**src/rtl/pkt_fwd_pkg.sv**
```systemverilog
// Shared constants for the store-and-forward packet buffer: read FSM
// encoding and the saturating drop counter limits.
package pkt_fwd_pkg;
    localparam logic [1:0] ST_IDLE = 2'd0;
    localparam logic [1:0] ST_SEND = 2'd1;
    localparam logic [1:0] ST_GAP  = 2'd2;

    localparam int              DROP_W   = 8;
    localparam logic [DROP_W-1:0] DROP_MAX = 8'hFF;
endpackage

```
**src/rtl/pkt_fwd_mem.sv**
```systemverilog
// Frame buffer storage: DEPTH entries of data plus a last-of-frame flag.
// Async read; the last flag has its own set port used at frame commit.
module pkt_fwd_mem #(
    parameter int DATA_W = 8,
    parameter int DEPTH  = 16,
    parameter int AW     = $clog2(DEPTH)
) (
    input  logic              clk,
    input  logic              we,
    input  logic [AW-1:0]     waddr,
    input  logic [DATA_W-1:0] wdata,
    input  logic              last_set,
    input  logic [AW-1:0]     last_addr,
    input  logic [AW-1:0]     raddr,
    output logic [DATA_W-1:0] rdata,
    output logic              rlast
);
    logic [DATA_W-1:0] data_q [DEPTH];
    logic [DEPTH-1:0]  last_q;

    always_ff @(posedge clk) begin
        if (we) data_q[waddr] <= wdata;
    end

    // A fresh write always clears the flag; commit sets it on a later cycle.
    always_ff @(posedge clk) begin
        if (we)       last_q[waddr]     <= 1'b0;
        if (last_set) last_q[last_addr] <= 1'b1;
    end

    assign rdata = data_q[raddr];
    assign rlast = last_q[raddr];
endmodule

```
**src/rtl/pkt_fwd.sv**
```systemverilog
// Store-and-forward frame buffer: whole frames are committed before being
// replayed on tx with a minimum inter-frame gap; frames that cannot fit are dropped.
module pkt_fwd
    import pkt_fwd_pkg::*;
#(
    parameter int DATA_W = 8,
    parameter int DEPTH  = 16,
    parameter int IFG    = 2
) (
    input  logic              clk,
    input  logic              rstn,
    input  logic [DATA_W-1:0] rxd,
    input  logic              rx_dv,
    output logic [DATA_W-1:0] txd,
    output logic              tx_en,
    output logic [DROP_W-1:0] drop_cnt,
    output logic              buf_full
);
    localparam int AW = $clog2(DEPTH);
    localparam int PW = AW + 1;
    localparam int GW = $clog2(IFG + 1);
    localparam logic [PW-1:0] DEPTH_P = PW'(DEPTH);
    localparam logic [GW-1:0] GAP_END = GW'(IFG - 1);

    logic [PW-1:0] wr_ptr, sop_ptr, commit_ptr, rd_ptr, used, last_ptr;
    logic          dropping, skip, dv_q;
    logic          dv, wr_ok, last_set;
    logic [1:0]    state;
    logic [GW-1:0] gap_cnt;
    logic [DATA_W-1:0] rdata;
    logic          rlast;

    // skip masks the tail of a frame that was already running when reset released
    assign dv       = rx_dv & ~skip;
    assign used     = wr_ptr - rd_ptr;
    assign wr_ok    = dv & ~dropping & (used < DEPTH_P);
    assign last_set = ~dv & dv_q & ~dropping;
    assign last_ptr = wr_ptr - PW'(1);
    assign buf_full = (used == DEPTH_P);

    pkt_fwd_mem #(.DATA_W(DATA_W), .DEPTH(DEPTH), .AW(AW)) u_mem (
        .clk       (clk),
        .we        (wr_ok),
        .waddr     (wr_ptr[AW-1:0]),
        .wdata     (rxd),
        .last_set  (last_set),
        .last_addr (last_ptr[AW-1:0]),
        .raddr     (rd_ptr[AW-1:0]),
        .rdata     (rdata),
        .rlast     (rlast)
    );

    always_ff @(posedge clk or negedge rstn) begin
        if (!rstn) begin
            wr_ptr     <= '0;
            sop_ptr    <= '0;
            commit_ptr <= '0;
            dropping   <= 1'b0;
            skip       <= 1'b1;
            dv_q       <= 1'b0;
            drop_cnt   <= '0;
        end else begin
            dv_q <= dv;
            if (!rx_dv) skip <= 1'b0;
            if (dv) begin
                if (wr_ok) begin
                    wr_ptr <= wr_ptr + PW'(1);
                end else if (!dropping) begin
                    // no room: discard everything written for this frame
                    dropping <= 1'b1;
                    wr_ptr   <= sop_ptr;
                end
            end else if (dv_q) begin
                sop_ptr <= wr_ptr;
                if (dropping) begin
                    dropping <= 1'b0;
                    if (drop_cnt != DROP_MAX) drop_cnt <= drop_cnt + 8'd1;
                end else begin
                    commit_ptr <= wr_ptr;
                end
            end
        end
    end

    always_ff @(posedge clk or negedge rstn) begin
        if (!rstn) begin
            state   <= ST_IDLE;
            rd_ptr  <= '0;
            txd     <= '0;
            tx_en   <= 1'b0;
            gap_cnt <= '0;
        end else begin
            case (state)
                ST_IDLE: begin
                    gap_cnt <= '0;
                    if (rd_ptr != commit_ptr) begin
                        txd    <= rdata;
                        tx_en  <= 1'b1;
                        rd_ptr <= rd_ptr + PW'(1);
                        state  <= rlast ? ST_GAP : ST_SEND;
                    end else begin
                        txd   <= '0;
                        tx_en <= 1'b0;
                    end
                end
                ST_SEND: begin
                    gap_cnt <= '0;
                    txd     <= rdata;
                    tx_en   <= 1'b1;
                    rd_ptr  <= rd_ptr + PW'(1);
                    if (rlast) state <= ST_GAP;
                end
                ST_GAP: begin
                    txd   <= '0;
                    tx_en <= 1'b0;
                    if (gap_cnt == GAP_END) begin
                        gap_cnt <= '0;
                        state   <= ST_IDLE;
                    end else begin
                        gap_cnt <= gap_cnt + GW'(1);
                    end
                end
                default: begin
                    txd   <= '0;
                    tx_en <= 1'b0;
                    state <= ST_IDLE;
                end
            endcase
        end
    end
endmodule

```
**config.mk**
```make
export PLATFORM = sky130hd
export DESIGN_NAME = pkt_fwd
export DESIGN_NICKNAME = d
export VERILOG_FILES = /design/src/rtl/pkt_fwd_pkg.sv /design/src/rtl/pkt_fwd_mem.sv /design/src/rtl/pkt_fwd.sv
export SDC_FILE = /design/constraint.sdc
export NUM_CORES = 1
export LEC_CHECK = 0
export BUFFER_PORTS_ARGS = -buffer_cell sky130_fd_sc_hd__buf_2
export CAP_MARGIN = 20
export CORE_ASPECT_RATIO = 1.75
export CORE_MARGIN = 4
export CORE_UTILIZATION = 50
export CTS_CLUSTER_SIZE = 30
export DETAILED_ROUTE_END_ITERATION = 16
export PLACE_DENSITY = 0.69
export RECOVER_POWER = 25
export SYNTH_ARGS = -nofsm -noshare
export SYNTH_HDL_FRONTEND = slang
export SYNTH_SLANG_ARGS = --single-unit
```
**constraint.sdc**
```tcl
create_clock -name clk -period 3.5 [get_ports clk]
set_input_delay 0.35 -clock clk [delete_from_list [all_inputs] [get_ports clk]]
set_output_delay 0.35 -clock clk [all_outputs]
set_load 0.1 [all_outputs]
```
Word level (Yosys, flattened, before mapping)
Memories as Yosys holds them, arrays and structs flattened.
Cells that the tools add are included.
- memory bits (writable): 128
- memories: 1
- logic and storage cells: 90
- output and inout port bits: 18
- input bits: 11
- bits in registers: 60
- memories (memory ; words ; width ; rd ports ; clocked after Yosys merged registers in ; write ports ; RTL line ; text):
    u_mem.data_q ; 16 ; 8 ; 1 ; 0 ; 1 ; pkt_fwd_mem.sv:18 ; logic [DATA_W-1:0] data_q [DEPTH];
- order comparisons: 6
- equal/unequal tests: 11
- bitwise operators: 11
- $add $sub $neg: 6
- muxes and demuxes: 28
- reductions and logical operators: 14
- operators by type and width (kind ; count):
    two-way mux 16 bit ; 2
    bitwise AND 16 bit ; 1
    NOT 16 bit ; 1
    bitwise OR 16 bit ; 1
    one-hot mux 8 bit (2 select lines) ; 1
    < comparator 4 x 5 -> 1 bit, second input constant ; 3
    two-way mux 5 bit ; 3
    adder 5 x 1 -> 5 bit, second input constant ; 2
    two-way mux 2 bit ; 5
    one-hot mux 5 bit (2 select lines) ; 1
    two-way mux 1 bit ; 9
    adder 8 x 1 -> 8 bit, second input constant ; 1
    demux 1 bit (select 4 bit) ; 2
    >= comparator 4 x 1 -> 1 bit, second input constant ; 2
    two-way mux 8 bit ; 1
    != test 2 bit, second input constant ; 4
    != test 8 bit, second input constant ; 1
    AND reduction 2 bit ; 4
    one-hot mux 2 bit (3 select lines) ; 1
    AND reduction 3 bit ; 2
    nonzero test 2 bit ; 3
    bitwise AND 1 bit ; 5
    equality test 5 bit, second input constant ; 1
    < comparator 5 bit, second input constant ; 1
    15 further kinds ; 19

Longest topological paths before layout
Gate-level depths: netlist (run 1).
- depth after elaboration: 9
- depth in mapped cells: 9
- mapped depth without buffers: 8

By module
From an unflattened synthesis (run 1), not the netlist that was laid out.
- cells, all modules: 495
- area total of the unflattened synthesis: 7891.3 µm²
- modules (own cells, without submodules) (module ; sequential area each (µm²) ; times used ; area each (µm²) ; cells each):
    pkt_fwd_mem ; 4164.0 ; 1 ; 5696.7 ; 293
    pkt_fwd ; 1102.3 ; 1 ; 2194.6 ; 202

Worst setup path before layout (run 1)
OpenSTA, ideal clock, no wires.
- kind: register -> output
- from: reg rd_ptr[1]
- to: out buf_full
- required time: 3.150 ns
- setup slack: -1.128 ns
- stages on the path, launching flop included: 10
- arrival time: 4.278 ns
- path buffers: 3
- path through: dfrtp_1 -> buf_4 -> buf_6 -> clkinv_1 -> fa_1 -> nand3_1 -> and3_4 -> buf_8 -> nor2_1 -> a211oi_1
- cells in the longest elaborated chain, start to end: 2
- RTL lines (element ; RTL line ; text):
    from (decl) ; pkt_fwd.sv:25 ; logic [PW-1:0] wr_ptr, sop_ptr, commit_ptr, rd_ptr, used, last_ptr;
    from (signal assigned) ; pkt_fwd.sv:99 ; rd_ptr <= rd_ptr + PW'(1);
    from (signal assigned) ; pkt_fwd.sv:110 ; rd_ptr <= rd_ptr + PW'(1);
    subtractor 5 bit ; pkt_fwd.sv:35 ; assign used = wr_ptr - rd_ptr;
    equality test 5 bit ; pkt_fwd.sv:39 ; assign buf_full = (used == DEPTH_P);
    to (decl) ; pkt_fwd.sv:17 ; output logic buf_full
No other way between the ends.

Worst setup path in the final report (run 1)
- from: reg wr_ptr[0]
- to: out buf_full
- cells in the longest elaborated chain, start to end: 2
- RTL lines (element ; RTL line ; text):
    from (decl) ; pkt_fwd.sv:25 ;
    from (signal assigned) ; pkt_fwd.sv:67 ; wr_ptr <= wr_ptr + PW'(1);
    from (signal assigned) ; pkt_fwd.sv:71 ; wr_ptr <= sop_ptr;
    subtractor 5 bit ; pkt_fwd.sv:35 ;
    equality test 5 bit ; pkt_fwd.sv:39 ;
No other way between the ends.

==> flow_summary.yaml, run 1 <==
logic_synthesis:
  avgSynthCellArea_um2: 15.3
  synth.distinct_cells: 63
  synth_top_area_share: 0.472
  synthTopCellsByArea: "edfxtp_1 (47%), dfrtp_1 (13%), mux4_2 (9.9%)"
  synth_edf_count: 128
  ys_ff_latch: 188
  syn_nets: 558
  synth_flop_cell: "edfxtp_1"
  ys.warnings.count: 0
  ys_seq_area_frac: 0.646
  yosys.area.top_type: "edfxtp_1"
  async_flop_share: 0.234
  synthCells: 533
  netlist_area_um2: 8150
clocking:
  clock_sinks: 188
  worstSkewPairLatency_ps: 420
  cts_root_buffer: "clkbuf_16"
  cts_inserted_buffers: 17
  h-tree-depth: 4
  cts_tree: "yes"
  cts.path.max_buffers: 2
  path_clk_slew_ps: 70
sta:
  setup_tns_ps: 0
  min_period_ps: 3270
  fmax_ghz: 0.305
  setup_ws_ps: 226
  final.setup_skew_ps: 9.27
  rsz0062_at_grt: "false"
  setup_viol: 0
  fin_crit_sh: 0.935
  finalHoldViolations: 0
  slew_headroom: 0.420
  slew_violations: 0
  hold_ws_ps: 185
  worstMarginPinSlew_ps: 869
place:
  numPortBuffers: 28
  dp_slack_ps: 301
  place_area_um2: 8470
  hpwl_mm: 13.0
  gp_congestion: 0.935
die:
  start_util: 0.511
  core_area_um2: 16000
  floorplan.rows: 61
  dieHeight_um: 177
  dieArea_um2: 18500
  die_w_um: 105
  pin_count: 29
worst_hold_path:
  min-delay-start: "rx_dv"
  hold_class: "input port to flip-flop"
  min_path_cells: 2
worst_setup_path:
  r2r-start: "wr_ptr[0]"
  startpoint: "wr_ptr[0]"
  r2r_end: "u_mem.data_q[7][7]"
  crit_end: "buf_full"
  path_class: "flip-flop to output pin"
  reg2reg_depth: 8
  start_kind: "flip-flop"
  critPathArrivalTime_ps: 2920
  required_ps: 3150
  path_max_fanout: 13
  end_kind: "output pin"
  rrSetupSlack_ps: 410
final_layout:
  antenna_cells: 0
  finalInstanceArea_um2: 9140
  drive_gt1_frac: 0.232
  layout.nets: 593
  area_delta_synth_final_pct: 12.1
detailed_routing:
  ant_nets: 0
  first_pass_iters: 5
  dr_total_vias: 4790
  routed_wl_mm: 18.6
  vias_per_cell: 6.22
  drc: 0
  wire_per_inst_um: 24.1
  drt_iter0_markers: 407
global_routing:
  grt_start_max_net_pins: 45
  grt_use_total: 0.211
  grt_pass1_vias: 5114
  antenna_found_initial: 0
  grt_pass1_wl_mm: 29.4
  overflow: 0
power:
  pwr_density_cell_nw_per_um2: 943
  ir_drop_v: 0.000510
  power.leakage_nw: 3.31
run:
  max_cap_violations: 0
run_status:
  status: "finished, final reports clean"
-- cells in the mapped netlist, types with 7 or more instances --
cell type	count
a21boi_0	7
a21oi_1	7
a311oi_1	8
and3_1	19
buf_2	10
clkbuf_1	8
dfrtp_1	43
dfxtp_1	16
edfxtp_1	128
ha_1	13
inv_1	13
mux2_2	8
mux4_2	36
nand2_1	60
nand3_1	13
nor2_1	19
o21ai_0	13
o41ai_2	7
xor2_1	12
-- through the flow --
step                utilization  power (mW)  std cells
finish                    0.573        8.62        770
global route              0.573        9.06        770
CTS                       0.571        8.65        768
detailed placement        0.531        6.63        735
global placement          0.531        6.57        735
floorplan                     -        5.81        533
-- metal layers --
layer | up-vias | routed length, um | global-route usage
met4 | 0 | 786 | 0.110
met2 | 186 | 10200 | 0.385
met5 | - | 0 | 0
li1 | 2133 | - | -
met3 | 42 | 881 | 0.0314
met1 | 2429 | 6680 | 0.237
-- state kept, by name, indices dropped and copies added, names as in the netlist --
signal / flops
sop_ptr: 5
rd_ptr: 5
tx_en: 1
u_mem.last_q: 16
skip: 1
commit_ptr: 5
dv_q: 1
txd: 8
gap_cnt: 2
u_mem.data_q: 128
drop_cnt: 8
state: 2
wr_ptr: 5
dropping: 1
-- placed cells by master (no fill, tap or decap), types with 16 or more instances in the layout --
| master | instances |
|---|---|
| edfxtp_1 | 128 |
| nor2_1 | 19 |
| dfxtp_1 | 16 |
| nand2_1 | 60 |
| buf_2 | 19 |
| and3_1 | 19 |
| dfrtp_1 | 42 |
| mux4_2 | 36 |
| clkbuf_16 | 17 |
-- report_power, final --
group	leakage (nW)	switching, mW	internal (mW)
Sequential	1.82	0.256	2.74
Combinational	1.18	2.39	1.23
Clock	0.305	0.947	1.05
Total	3.31	3.60	5.03
-- layout make-up --
class	count	area, um^2
flip-flops and latches	188	5270
well taps	189	236
clock inverters	15	209
repair buffers	42	265
multi-input cells	304	2680
clock buffers	17	425
inverters	15	56.3
fillers	1190	6810
-- critical path, cell delays in order, from the launching register on --
cell and delay, ps:
dfrtp_1 490, inv_2 180, ha_1 200, inv_1 60, fa_1 420, nand3_2 170, and3_4 350, nor2_1 150
a211oi_4 270, buf_12 210
-- worst min path at each step --
stage,end,slack (ps)
2_1_floorplan,commit_ptr[0],50
3_3_place_gp,u_mem.last_q[7],430
3_5_place_dp,u_mem.last_q[7],450
4_1_cts,commit_ptr[0],130
5_1_grt,skip,190
6_report,skip,180
-- what timing repair did --
item,in CTS,in global routing
hold endpoints to repair,0,4
endpoints found under the setup margin,1,8
buffers inserted,1,0
hold buffers,0,1
gates resized for setup,0,2
pin swaps,1,1
-- logic make-up (layout without fill, tap and decap cells) --
kind of cell               Yosys count  count (layout)  share of synthesized area
DFF                                188             188                      0.646
and+or+nand+nor                    146             146                     0.0901
AOI/OAI and AO/OA                   80              80                     0.0809
muxes                               46              46                      0.113
buffers and inverters               41              89                     0.0273
xor gates and xnor gates            18              18                     0.0203
adders and majority gates           14              14                     0.0224
Note: power is estimated with default switching activity, not from simulation.
==> inputs of run 2 (changes only) <==
--- a/config.mk
+++ b/config.mk
@@ -12,7 +12,7 @@
 export CORE_UTILIZATION = 50
 export CTS_CLUSTER_SIZE = 30
 export DETAILED_ROUTE_END_ITERATION = 16
-export PLACE_DENSITY = 0.69
+export PLACE_DENSITY = 0.67
 export RECOVER_POWER = 25
 export SYNTH_ARGS = -nofsm -noshare
 export SYNTH_HDL_FRONTEND = slang
==> flow_summary.yaml, run 2 (same netlist as run 1, synthesis figures left out) <==
run_status:
  status: "finished, final reports clean"
power:
  p_clk_frac: 0.218
  power.leakage_nw: 3.31
  intPower_mw: 4.94
  combPwrFrac: 0.431
  swShare: 0.421
  power.switching_mw: 3.59
  pwr_density_cell_nw_per_um2: 934
  seqPwrFrac: 0.351
  ir_drop_v: 0.000693
global_routing:
  grt_pass1_vias: 5098
  grt_pass1_wl_mm: 29.2
  grt_use_met1: 0.235
  grt-busiest-layer: "met2"
  grt_use_total: 0.211
  antenna_found_initial: 0
  overflow: 0
  grt_start_max_net_pins: 45
  grt_use_met2: 0.380
  use_met3: 0.0318
worst_setup_path:
  end_kind: "output pin"
  path_max_fanout: 13
  critPathArrivalTime_ps: 2970
  path_class: "flip-flop to output pin"
  required_ps: 3150
  startpoint: "wr_ptr[0]"
  start_kind: "flip-flop"
  r2r-start: "wr_ptr[0]"
place:
  dp_cells: 740
  gp_congestion: 0.886
  numPortBuffers: 28
  hpwl_mm: 12.9
sta:
  rsz0062_at_grt: "false"
  final.setup_skew_ps: 15.7
  slew_headroom: 0.389
  finalHoldViolations: 0
  setup_tns_ps: 0
  hold_ws_ps: 181
  worstMarginPinSlew_ps: 917
  slew_violations: 0
  fin_crit_sh: 0.949
  fmax_ghz: 0.301
  min_period_ps: 3320
  setup_viol: 0
detailed_routing:
  first_pass_iters: 7
  drc: 0
  dr_total_vias: 4807
  ant_nets: 0
  vias_per_cell: 6.20
  drt_iter0_markers: 416
  routed_wl_mm: 18.5
  wire_per_inst_um: 23.9
die:
  floorplan.rows: 61
  start_util: 0.511
  dieHeight_um: 177
  die_w_um: 105
  dieArea_um2: 18500
  core_area_um2: 16000
  pin_count: 29
clocking:
  clock_sinks: 188
  cts_inserted_buffers: 17
  h-tree-depth: 4
  path_clk_slew_ps: 70
  cts_tree: "yes"
  cts_root_buffer: "clkbuf_16"
  worstSkewPairLatency_ps: 430
  cts.path.max_buffers: 2
final_layout:
  largest_reg_flops: 128
  antenna_cells: 0
  drive_gt1_frac: 0.237
  area_delta_synth_final_pct: 11.9
  layout.cells.non_filler: 775
  reg_top3: "u_mem.data_q x128, u_mem.last_q x16"
  top_register: "u_mem.data_q"
  fin_util: 0.572
  layout.nets: 599
  final_cell_mix: "edfxtp_1 (128), nand2_1 (60), dfrtp_1 (42), mux4_2 (36)"
  final_common_cell: "edfxtp_1"
worst_hold_path:
  hold_class: "input port to flip-flop"
  min-delay-start: "rx_dv"
run:
  max_cap_violations: 0
[run 2: cell type report]
| class | count | area [um^2] |
|---|---|---|
| clock inverter | 14 | 149 |
| clock buffer | 17 | 425 |
| timing repair buffer | 48 | 310 |
| inverter | 15 | 56.3 |
| tap | 189 | 236 |
| fill | 1235 | 6830 |
| multi-input combinational | 304 | 2680 |
| sequential | 188 | 5270 |
[run 2: layer usage]
metal  vias to the layer above  wire (um)
met2                       154       9920
li1                       2137          -
met3                        53        624
met1                      2463       6970
met4                         0        996
met5                         -          0
[run 2: final timing paths]
check,to,slack [ps],cells after the start
setup / recovery,buf_full,180,9
hold / removal,skip,180,2
setup reg to reg,u_mem.data_q[10][0],340,9
hold reg to reg,u_mem.last_q[2],460,2
max in group asynchronous,rd_ptr[0],2640,3
min in group asynchronous,dropping,320,2
[run 2: critical path: stages (launching register included)]
cell	delay, ps
dfrtp_1	480
inv_1	240
ha_1	220
inv_1	60
fa_1	410
nand3_2	180
and3_4	350
nor2_1	150
a211oi_4	260
buf_12	210
[run 2: through the flow]
step | setup slack, ps | power, mW | area (um^2)
after floorplan | 240 | 5.81 | 8160
after global placement | 448 | 6.59 | 8510
after detailed placement | 346 | 6.66 | 8510
after CTS | 5.05 | 8.51 | 9080
after global routing | 13.4 | 8.95 | 9130
final | 177 | 8.53 | 9130
[run 2: power by group through the flow]
stage          sequential, mW  combinational (mW)  clock, mW
2_1_floorplan            3.47                2.34          0
5_1_grt                  3.03                3.94       1.98
6_report                 2.99                3.68       1.86
3_5_place_dp             3.03                3.62          0
3_3_place_gp             3.02                3.58          0
4_1_cts                  2.99                3.64       1.88
[run 2: repair_timing]
item	4_1_cts	5_1_grt
setup endpoints to repair	0	1
hold buffers	0	1
resized for setup	0	1
endpoints found under the hold margin	0	4
buffers inserted	0	2
